[src/rtl/filt_window_fetch_if.sv]
// Fetcher-side bundle: frame control, pixel-memory read/write ports and the median filter handshake.
// master = the window fetcher; slave = the environment (memory + filter + frame controller).
interface filt_window_fetch_if #(
    parameter int DATA_WIDTH = 24,
    parameter int ADDR_WIDTH = 16
);
    logic                  start;
    logic                  busy;
    logic                  frame_done;
    logic                  rd_en;
    logic [ADDR_WIDTH-1:0] rd_addr;
    logic [DATA_WIDTH-1:0] rd_data;
    logic                  filt_en;
    logic                  pix_rdy;
    logic [DATA_WIDTH-1:0] pix_data;
    logic                  filt_done;
    logic [DATA_WIDTH-1:0] filt_res;
    logic                  wr_en;
    logic [ADDR_WIDTH-1:0] wr_addr;
    logic [DATA_WIDTH-1:0] wr_data;

    modport master (
        input  start, rd_data, filt_done, filt_res,
        output busy, frame_done, rd_en, rd_addr, filt_en, pix_rdy, pix_data,
               wr_en, wr_addr, wr_data
    );

    modport slave (
        output start, rd_data, filt_done, filt_res,
        input  busy, frame_done, rd_en, rd_addr, filt_en, pix_rdy, pix_data,
               wr_en, wr_addr, wr_data
    );
endinterface

[src/rtl/filt_window_fetch.sv]
// Scans the image row-major, streams each clamped window to the median filter (4 cycles/tap),
// waits for the filter's done without timeout, then writes the result; all outputs registered.
module filt_window_fetch #(
    parameter int DATA_WIDTH  = 24,
    parameter int ADDR_WIDTH  = 16,
    parameter int IMG_W       = 8,
    parameter int IMG_H       = 8,
    parameter int WINDOW_SIZE = 3,
    parameter int IN_BASE     = 0,
    parameter int OUT_BASE    = 256
) (
    input  logic                Filt_CLK,
    input  logic                Filt_RST,
    filt_window_fetch_if.master bus
);
    localparam int R    = WINDOW_SIZE / 2;
    localparam int MAXD = (IMG_W > IMG_H) ? IMG_W : IMG_H;
    localparam int CW   = $clog2(MAXD) + 2;
    localparam int TW   = $clog2(WINDOW_SIZE + 1);

    localparam logic signed [CW-1:0] XMAX  = CW'(IMG_W - 1);
    localparam logic signed [CW-1:0] YMAX  = CW'(IMG_H - 1);
    localparam logic signed [CW-1:0] RS    = CW'(R);
    localparam logic        [TW-1:0] TLAST = TW'(WINDOW_SIZE - 1);

    typedef enum logic [3:0] {
        S_IDLE, S_ARM, S_ADDR, S_WAIT, S_PRES, S_DROP, S_WDONE, S_WRITE, S_NEXT
    } state_t;

    state_t                 state_q, state_d;
    logic signed [CW-1:0]   x_q, x_d, y_q, y_d;
    logic        [TW-1:0]   tap_x_q, tap_x_d, tap_y_q, tap_y_d;
    logic                   busy_q, busy_d;
    logic                   frame_done_q, frame_done_d;
    logic                   rd_en_q, rd_en_d;
    logic [ADDR_WIDTH-1:0]  rd_addr_q, rd_addr_d;
    logic                   filt_en_q, filt_en_d;
    logic                   pix_rdy_q, pix_rdy_d;
    logic [DATA_WIDTH-1:0]  pix_data_q, pix_data_d;
    logic                   wr_en_q, wr_en_d;
    logic [ADDR_WIDTH-1:0]  wr_addr_q, wr_addr_d;
    logic [DATA_WIDTH-1:0]  wr_data_q, wr_data_d;
    logic signed [CW-1:0]   cx, cy;

    // Edge replication: out-of-image taps snap to the nearest border pixel.
    function automatic logic signed [CW-1:0] clamp(input logic signed [CW-1:0] v,
                                                   input logic signed [CW-1:0] hi);
        if (v[CW-1])
            return '0;
        else if (v > hi)
            return hi;
        else
            return v;
    endfunction

    always_comb begin
        state_d      = state_q;
        x_d          = x_q;
        y_d          = y_q;
        tap_x_d      = tap_x_q;
        tap_y_d      = tap_y_q;
        busy_d       = busy_q;
        frame_done_d = 1'b0;
        rd_addr_d    = rd_addr_q;
        pix_data_d   = pix_data_q;
        wr_addr_d    = wr_addr_q;
        wr_data_d    = wr_data_q;

        case (state_q)
            S_IDLE: begin
                if (bus.start) begin
                    busy_d  = 1'b1;
                    x_d     = '0;
                    y_d     = '0;
                    state_d = S_ARM;
                end
            end
            S_ARM:  state_d = S_ADDR;
            S_ADDR: state_d = S_WAIT;
            S_WAIT: begin
                pix_data_d = bus.rd_data;
                state_d    = S_PRES;
            end
            S_PRES: state_d = S_DROP;
            S_DROP: begin
                // Tap counters return to zero after the last tap, ready for the next window.
                if (tap_x_q == TLAST) begin
                    tap_x_d = '0;
                    if (tap_y_q == TLAST) begin
                        tap_y_d = '0;
                        state_d = S_WDONE;
                    end else begin
                        tap_y_d = tap_y_q + TW'(1);
                        state_d = S_ADDR;
                    end
                end else begin
                    tap_x_d = tap_x_q + TW'(1);
                    state_d = S_ADDR;
                end
            end
            S_WDONE: begin
                if (bus.filt_done) begin
                    wr_data_d = bus.filt_res;
                    wr_addr_d = ADDR_WIDTH'(OUT_BASE) + ADDR_WIDTH'(y_q) * ADDR_WIDTH'(IMG_W)
                              + ADDR_WIDTH'(x_q);
                    state_d   = S_WRITE;
                end
            end
            S_WRITE: state_d = S_NEXT;
            S_NEXT: begin
                if (x_q == XMAX) begin
                    x_d = '0;
                    if (y_q == YMAX) begin
                        y_d          = '0;
                        busy_d       = 1'b0;
                        frame_done_d = 1'b1;
                        state_d      = S_IDLE;
                    end else begin
                        y_d     = y_q + CW'(1);
                        state_d = S_ARM;
                    end
                end else begin
                    x_d     = x_q + CW'(1);
                    state_d = S_ARM;
                end
            end
            default: state_d = S_IDLE;
        endcase

        cx = clamp(x_q + $signed(CW'(tap_x_d)) - RS, XMAX);
        cy = clamp(y_q + $signed(CW'(tap_y_d)) - RS, YMAX);

        // Outputs are decoded from the next state so they line up with state_q when registered.
        rd_en_d   = (state_d == S_ADDR);
        pix_rdy_d = (state_d == S_PRES);
        wr_en_d   = (state_d == S_WRITE);
        filt_en_d = (state_d == S_ARM)  || (state_d == S_ADDR) || (state_d == S_WAIT) ||
                    (state_d == S_PRES) || (state_d == S_DROP) || (state_d == S_WDONE);
        if (state_d == S_ADDR)
            rd_addr_d = ADDR_WIDTH'(IN_BASE) + ADDR_WIDTH'(cy) * ADDR_WIDTH'(IMG_W)
                      + ADDR_WIDTH'(cx);
    end

    always_ff @(posedge Filt_CLK or posedge Filt_RST) begin
        if (Filt_RST) begin
            state_q      <= S_IDLE;
            x_q          <= '0;
            y_q          <= '0;
            tap_x_q      <= '0;
            tap_y_q      <= '0;
            busy_q       <= 1'b0;
            frame_done_q <= 1'b0;
            rd_en_q      <= 1'b0;
            rd_addr_q    <= '0;
            filt_en_q    <= 1'b0;
            pix_rdy_q    <= 1'b0;
            pix_data_q   <= '0;
            wr_en_q      <= 1'b0;
            wr_addr_q    <= '0;
            wr_data_q    <= '0;
        end else begin
            state_q      <= state_d;
            x_q          <= x_d;
            y_q          <= y_d;
            tap_x_q      <= tap_x_d;
            tap_y_q      <= tap_y_d;
            busy_q       <= busy_d;
            frame_done_q <= frame_done_d;
            rd_en_q      <= rd_en_d;
            rd_addr_q    <= rd_addr_d;
            filt_en_q    <= filt_en_d;
            pix_rdy_q    <= pix_rdy_d;
            pix_data_q   <= pix_data_d;
            wr_en_q      <= wr_en_d;
            wr_addr_q    <= wr_addr_d;
            wr_data_q    <= wr_data_d;
        end
    end

    assign bus.busy       = busy_q;
    assign bus.frame_done = frame_done_q;
    assign bus.rd_en      = rd_en_q;
    assign bus.rd_addr    = rd_addr_q;
    assign bus.filt_en    = filt_en_q;
    assign bus.pix_rdy    = pix_rdy_q;
    assign bus.pix_data   = pix_data_q;
    assign bus.wr_en      = wr_en_q;
    assign bus.wr_addr    = wr_addr_q;
    assign bus.wr_data    = wr_data_q;
endmodule

[src/flat_wrapper.sv]
// flat-port wrapper written by rule: the top's interface ports become plain ports
module filt_window_fetch_flat 
#(
    parameter int DATA_WIDTH  = 24,
    parameter int ADDR_WIDTH  = 16,
    parameter int IMG_W       = 8,
    parameter int IMG_H       = 8,
    parameter int WINDOW_SIZE = 3,
    parameter int IN_BASE     = 0,
    parameter int OUT_BASE    = 256
)
  (Filt_CLK, Filt_RST, bus_start, bus_rd_data, bus_filt_done, bus_filt_res, bus_busy, bus_frame_done, bus_rd_en, bus_rd_addr, bus_filt_en, bus_pix_rdy, bus_pix_data, bus_wr_en, bus_wr_addr, bus_wr_data);
  filt_window_fetch_if #(.DATA_WIDTH(DATA_WIDTH), .ADDR_WIDTH(ADDR_WIDTH)) bus_i ();
  input  logic Filt_CLK;
  input  logic Filt_RST;
  input wire logic [$bits(bus_i.start)-1:0] bus_start;
  input wire logic [$bits(bus_i.rd_data)-1:0] bus_rd_data;
  input wire logic [$bits(bus_i.filt_done)-1:0] bus_filt_done;
  input wire logic [$bits(bus_i.filt_res)-1:0] bus_filt_res;
  output wire logic [$bits(bus_i.busy)-1:0] bus_busy;
  output wire logic [$bits(bus_i.frame_done)-1:0] bus_frame_done;
  output wire logic [$bits(bus_i.rd_en)-1:0] bus_rd_en;
  output wire logic [$bits(bus_i.rd_addr)-1:0] bus_rd_addr;
  output wire logic [$bits(bus_i.filt_en)-1:0] bus_filt_en;
  output wire logic [$bits(bus_i.pix_rdy)-1:0] bus_pix_rdy;
  output wire logic [$bits(bus_i.pix_data)-1:0] bus_pix_data;
  output wire logic [$bits(bus_i.wr_en)-1:0] bus_wr_en;
  output wire logic [$bits(bus_i.wr_addr)-1:0] bus_wr_addr;
  output wire logic [$bits(bus_i.wr_data)-1:0] bus_wr_data;
  assign bus_i.start = bus_start;
  assign bus_i.rd_data = bus_rd_data;
  assign bus_i.filt_done = bus_filt_done;
  assign bus_i.filt_res = bus_filt_res;
  assign bus_busy = bus_i.busy;
  assign bus_frame_done = bus_i.frame_done;
  assign bus_rd_en = bus_i.rd_en;
  assign bus_rd_addr = bus_i.rd_addr;
  assign bus_filt_en = bus_i.filt_en;
  assign bus_pix_rdy = bus_i.pix_rdy;
  assign bus_pix_data = bus_i.pix_data;
  assign bus_wr_en = bus_i.wr_en;
  assign bus_wr_addr = bus_i.wr_addr;
  assign bus_wr_data = bus_i.wr_data;
  filt_window_fetch #(.DATA_WIDTH(DATA_WIDTH), .ADDR_WIDTH(ADDR_WIDTH), .IMG_W(IMG_W), .IMG_H(IMG_H), .WINDOW_SIZE(WINDOW_SIZE), .IN_BASE(IN_BASE), .OUT_BASE(OUT_BASE)) u_core (.Filt_CLK(Filt_CLK), .Filt_RST(Filt_RST), .bus(bus_i));
endmodule
[config.mk]
export PLATFORM = sky130hd
export DESIGN_NAME = filt_window_fetch_flat
export DESIGN_NICKNAME = d
export VERILOG_FILES = /design/src/rtl/filt_window_fetch_if.sv /design/src/rtl/filt_window_fetch.sv /design/src/flat_wrapper.sv
export SDC_FILE = /design/constraint.sdc
export NUM_CORES = 1
export LEC_CHECK = 0
export BUFFER_PORTS_ARGS = -buffer_cell sky130_fd_sc_hd__buf_2
export CORE_MARGIN = 2
export CORE_UTILIZATION = 40
export CTS_CLUSTER_DIAMETER = 150
export DETAILED_ROUTE_END_ITERATION = 10
export PLACE_DENSITY = 0.73
export SLEW_MARGIN = 20
export SYNTH_ARGS = -nofsm -noshare
export SYNTH_HDL_FRONTEND = slang
export SYNTH_SLANG_ARGS = --single-unit
[constraint.sdc]
create_clock -name Filt_CLK -period 6.2 [get_ports Filt_CLK]
set_input_delay 0.93 -clock Filt_CLK [delete_from_list [all_inputs] [get_ports Filt_CLK]]
set_output_delay 0.93 -clock Filt_CLK [all_outputs]
set_load 0.1 [all_outputs]
# After elaboration in Yosys (flattened, before gate mapping)
# Cells that the tools add are included.
totals:
  elab_cells: 90
  register_bits: 104
  output_inout_bits: 86
  input_bits: 52
op_classes:
  n_reduce_logical: 11
  eq_ne: 22
  order_cmp: 2
  n_mux: 29
  add_sub_neg: 11
ops:
  columns: ["cell", "count"]
  rows:
  - ["$pmux 4 s9", 1]
  - ["$eq 4x3->1 const B", 8]
  - ["$mux 4", 6]
  - ["$mux 5", 4]
  - ["$pmux 5 s2", 2]
  - ["$eq 4x2->1 const B", 4]
  - ["$add 11x5->12", 1]
  - ["$add 10x8->11 const A", 1]
  - ["$add 5x2->5 const B", 2]
  - ["$add 5x3->5", 2]
  - ["$eq 5x4->1 const B", 2]
  - ["$gt 5x4->1 const B", 2]
  - ["$mux 2", 5]
  - ["$sub 5x2->5 const B", 2]
  - ["$add 7x4->8", 1]
  - ["$eq 4x1->1 const B", 2]
  - ["$mux 1", 8]
  - ["$mux 3", 2]
  - ["$logic_or 1x1->1", 5]
  - ["$add 2x1->2 const B", 2]
  - ["$eq 2x2->1 const B", 2]
  - ["$eq 4x4->1 const B", 1]
  - ["$logic_not 4->1", 1]
  - ["$ne 2x1->1 const B", 2]
  - ["other kinds (6)", 7]

# Depth between registers and ports, before layout
depth:
  depth_word: 10
  depth_mapped: 18
  ltp_nobuf: 17

# Least setup slack after synthesis
# OpenSTA, ideal clock, no wires.
synth_path:
  path_type: "register to register"
  start: "reg u_core.state_q[3]"
  end: "reg u_core.rd_addr_q[4] (netlist: u_core.bus.rd_addr[4])"
  arrival_time_ns: 3.339
  required_time_ns: 6.075
  synth_period_minus_slack_ns: 3.465
  setup_ns: 0.125
  path_buffers: 1
  path_slack_ns: 2.735
  path_stages_with_launch: 15
  path_cell_list: "dfrtp_1 -> nand4bb_1 -> or3b_1 -> clkbuf_1 -> nor3b_1 -> a21oi_1 -> ha_1 -> inv_1 -> ha_1 -> fa_1 -> xor2_1 -> nor2_1 -> nor2_1 -> ha_1 -> mux2_2"
synth_via:
  elab_chain_len: 8
  elab_cells_between_ends: 26
  classes_between: "add/sub (5); order compare (2); eq/ne (9); mux (9); reduce/logical (1)"
synth_lines:
  columns: ["item", "line_no", "rtl"]
  rows:
  - ["from (decl)", "filt_window_fetch.sv:30", "state_t state_q, state_d;"]
  - ["from (signal assigned)", "filt_window_fetch.sv:162", "state_q <= state_d;"]
  - ["$eq 4x3->1", "filt_window_fetch.sv:69", "case (state_q)"]
  - ["$mux 2", "filt_window_fetch.sv:69", null]
  - ["$add 5x3->5 (on tied branches)", "filt_window_fetch.sv:131, filt_window_fetch.sv:130", null]
  - ["$sub 5x2->5 (on tied branches)", "filt_window_fetch.sv:131, filt_window_fetch.sv:130", null]
  - ["$gt 5x4->1", "filt_window_fetch.sv:50", "else if (v > hi)"]
  - ["$mux 4", "filt_window_fetch.sv:50", null]
  - ["$mux 4", "filt_window_fetch.sv:48", "if (v[CW-1])"]
  - ["$add 7x4->8", "filt_window_fetch.sv:141", "+ ADDR_WIDTH'(cx);"]
  - ["to (signal assigned)", "filt_window_fetch.sv:170", "rd_addr_q <= rd_addr_d;"]
  - ["to (decl)", "filt_window_fetch.sv:36", "logic [ADDR_WIDTH-1:0] rd_addr_q, rd_addr_d;"]
# Several ways; a longest one is shown, not always the timed one.
# A chain may end at the register's enable or synchronous reset.

# Worst setup path in the final report
# Ends and elaborated chain as after synthesis.

==> summary.txt <==
Setup path
  • Crit path capture type: register
  • Crit path DAT: 4.08 ns
  • CP max-delay cell: dfrtp_1
  • Startpoint types: register
  • CP Max Fanout: 15
  • Critical Path RT: 6.44 ns
  • Largest delay contributor family on the critical path: simple AND/OR/NAND/NOR gates
  • Cell Chain, Critical Path: nand4bb_1, or3b_1, nor3b_1, a21oi_1, ha_1, inv_1, ha_1, fa_1, xor2_1, nor2_1, nor2_1, ha_1, mux2_2
  • CP peak stage delay: 0.54 ns
  • Crit path buf inv count: 1
  • Worst path most repeated cell: ha_1
  • CP Launch Point: u_core.state_q[3]
  • CP Class: register to register
  • FF-to-FF Start: u_core.state_q[3]

Synth
  • Post-synthesis cell count: 358
  • Cell variety after synth: 54
  • Top_reg_cell synth: dfrtp_1
  • Mapped cell area: 0.00443 mm2
  • Syn_area_per_cell: 12.4 um2
  • Yosys warns: 0
  • Share of the synthesized area in the top cell type: 50.8%
  • Register area share after synthesis: between 50% and 60%
  • Synth top area cells: dfrtp_1, mux2_2, ha_1, buf_4, inv_1
  • Synth cell count leaders: dfrtp_1, mux2_2, ha_1, inv_1
  • Number of flops mapped to enable cells by yosys: 0
  • Synth async-reset ratio: 100%
  • #FFs+latches synth: 90
  • Count leader, synth: dfrtp_1
  • Largest area contributor in the netlist: dfrtp_1

Layout
  • Fin nets: 560
  • Layout fillers: between 900 and 1000
  • Area of the multi-input gates: 0.00195 mm2
  • ANT cells: 0
  • Post-route cell area: about 0.0053 mm2
  • Area Growth Syn to Fin: 18.8%
  • Register area: 0.00225 mm2
  • Share of layout cells above drive strength 1: between 40 and 50%

Global route
  • Total Routing Usage GR: 13.9%
  • Initial antenna violation count: 0
  • Largest net degree at the start of global routing: 91
  • Vias in the first global route: 2885
  • Remaining global-route overflow: 0
  • First-pass GRT wire length: 13000 um

STA
  • Maximum clock rate: 261 MHz
  • Slew HR: a little over 30%
  • Fin. Hold Viols: 0
  • Slew @ Worst Pin: around 1.0 ns
  • Setup Skew: 0.0101 ns
  • Endpoints failing setup: 0
  • Final worst path period share: 61.9%
  • Unrepaired setup endpoints after global routing: no
  • Final Max Tran Viols: 0
  • Clock period minus worst slack: 3.84 ns
  • Setup_tns: 0 ns

Outcome
  • Outcome: completed

Detailed routing
  • WL/cell: between 10 and 15 um
  • Antenna-violating nets left: 0
  • DR vias: 3006
  • # DRC: 0
  • Drt pass-1 iters: 4
  • Via density: about 4.8
  • DRT iter0 DRCs: 162
  • Final Routed Wirelength: approximately 8500 um

Floorplanning
  • Top-level I/O count: about 140
  • Die area: about 0.012 mm2
  • Initial core utilization: between 40% and 50%
  • Rows: 38
  • Die X: 109 um
  • Chip Height: 109 um
  • Area of the core: 0.0108 mm2

Clock network
  • Clock slew at reported path FFs: 0.09 ns
  • Clk_lat worst skew: ~0.35 ns
  • CTS tree: yes
  • H-tree lvl count: 3
  • Clock buffer count from CTS: 9
  • Setup bufs post-CTS: 0
  • Cts hold-fix bufs: 0
  • Clock sink count: 90
  • Root Driver: clkbuf_8
  • CTS resizes: 0
  • CTS max path bufs: 2

Job
  • Max_cap viols: 0

Worst hold path
  • Hold Path Class: register to register
  • Min-delay src: u_core.bus.rd_addr[7]

Placed design
  • Cell Area, Placed: between 0.005 and 0.006 mm2
  • GPL Wtd Cong: 0.849
  • Dpl hpwl: ~6300 um
  • IO buf count: 123
[placed cells by master, fill, tap and decap left out, types with 4 or more instances in the layout]
cell type,instances
nand3_1,4
buf_2,123
o21ai_0,6
a21o_1,4
a21oi_1,13
o31ai_1,8
inv_1,25
clkbuf_8,10
mux2_2,60
and3b_1,4
ha_1,26
dfrtp_1,90
xnor2_1,8
nand2_1,9
nor2_1,15
conb_1,15
[final timing paths]
check,to,slack [ns],cells past startpoint
min reg2reg,u_core.bus.rd_addr[7],0.49,1
max in group asynchronous,u_core.bus.wr_data[17],4.86,3
min in group asynchronous,u_core.bus.wr_data[15],0.78,3
min,u_core.bus.rd_addr[7],0.49,1
max,u_core.bus.rd_addr[4],2.36,13
max reg2reg,u_core.bus.rd_addr[4],2.36,13
[routing by layer]
layer / GRT usage, % / up-vias / wire [um]
li1: - / 1464 / -
met1: 16.7 / 1437 / 3650
met2: 23.9 / 92 / 4210
met3: 3.29 / 13 / 561
met4: 5.52 / 0 / 121
met5: 0 / - / 0
[sequential cells by signal, summed over array words and instances (netlist names), 2 cells and up]
name / cells
u_core.state_q: 4
u_core.bus.wr_data: 24
u_core.x_q: 5
u_core.bus.rd_addr: 8
u_core.bus.wr_addr: 10
u_core.tap_x_q: 2
u_core.y_q: 5
u_core.tap_y_q: 2
u_core.bus.pix_data: 24
[metrics by stage]
stage	util, %	setup WS, ns	hold slack, ns	std cells
after floorplan	-	2.74	0.517	372
after global placement	47.1	2.51	0.471	608
after detailed placement	47.1	2.40	0.478	608
after CTS	48.6	2.37	0.500	622
after global routing	48.6	2.09	0.521	622
final	48.6	2.36	0.493	622
[cell families after synthesis]
| kind of cell | Yosys count | share of synthesized area, % |
|---|---|---|
| compound gates | 50 | 8.16 |
| other cells | 1 | 0.0846 |
| xor+xnor | 10 | 1.98 |
| flops | 90 | 50.8 |
| fa+ha+maj | 29 | 8.69 |
| buf+inv | 55 | 6.38 |
| mux | 63 | 15.9 |
| simple gates | 60 | 7.99 |
[area by class of cell]
cell class | instances | area share (%)
Clock inverter | 3 | 0.333
Multi-Input combinational cell | 227 | 37.1
Tap cell | 140 | 3.33
Inverter | 27 | 1.95
Clock buffer | 11 | 2.68
Timing Repair Buffer | 124 | 11.9
Sequential cell | 90 | 42.8
Power is left out: the tool's default activity adds up to more than one toggle a clock period on the data nets, which glitch-free logic cannot reach.
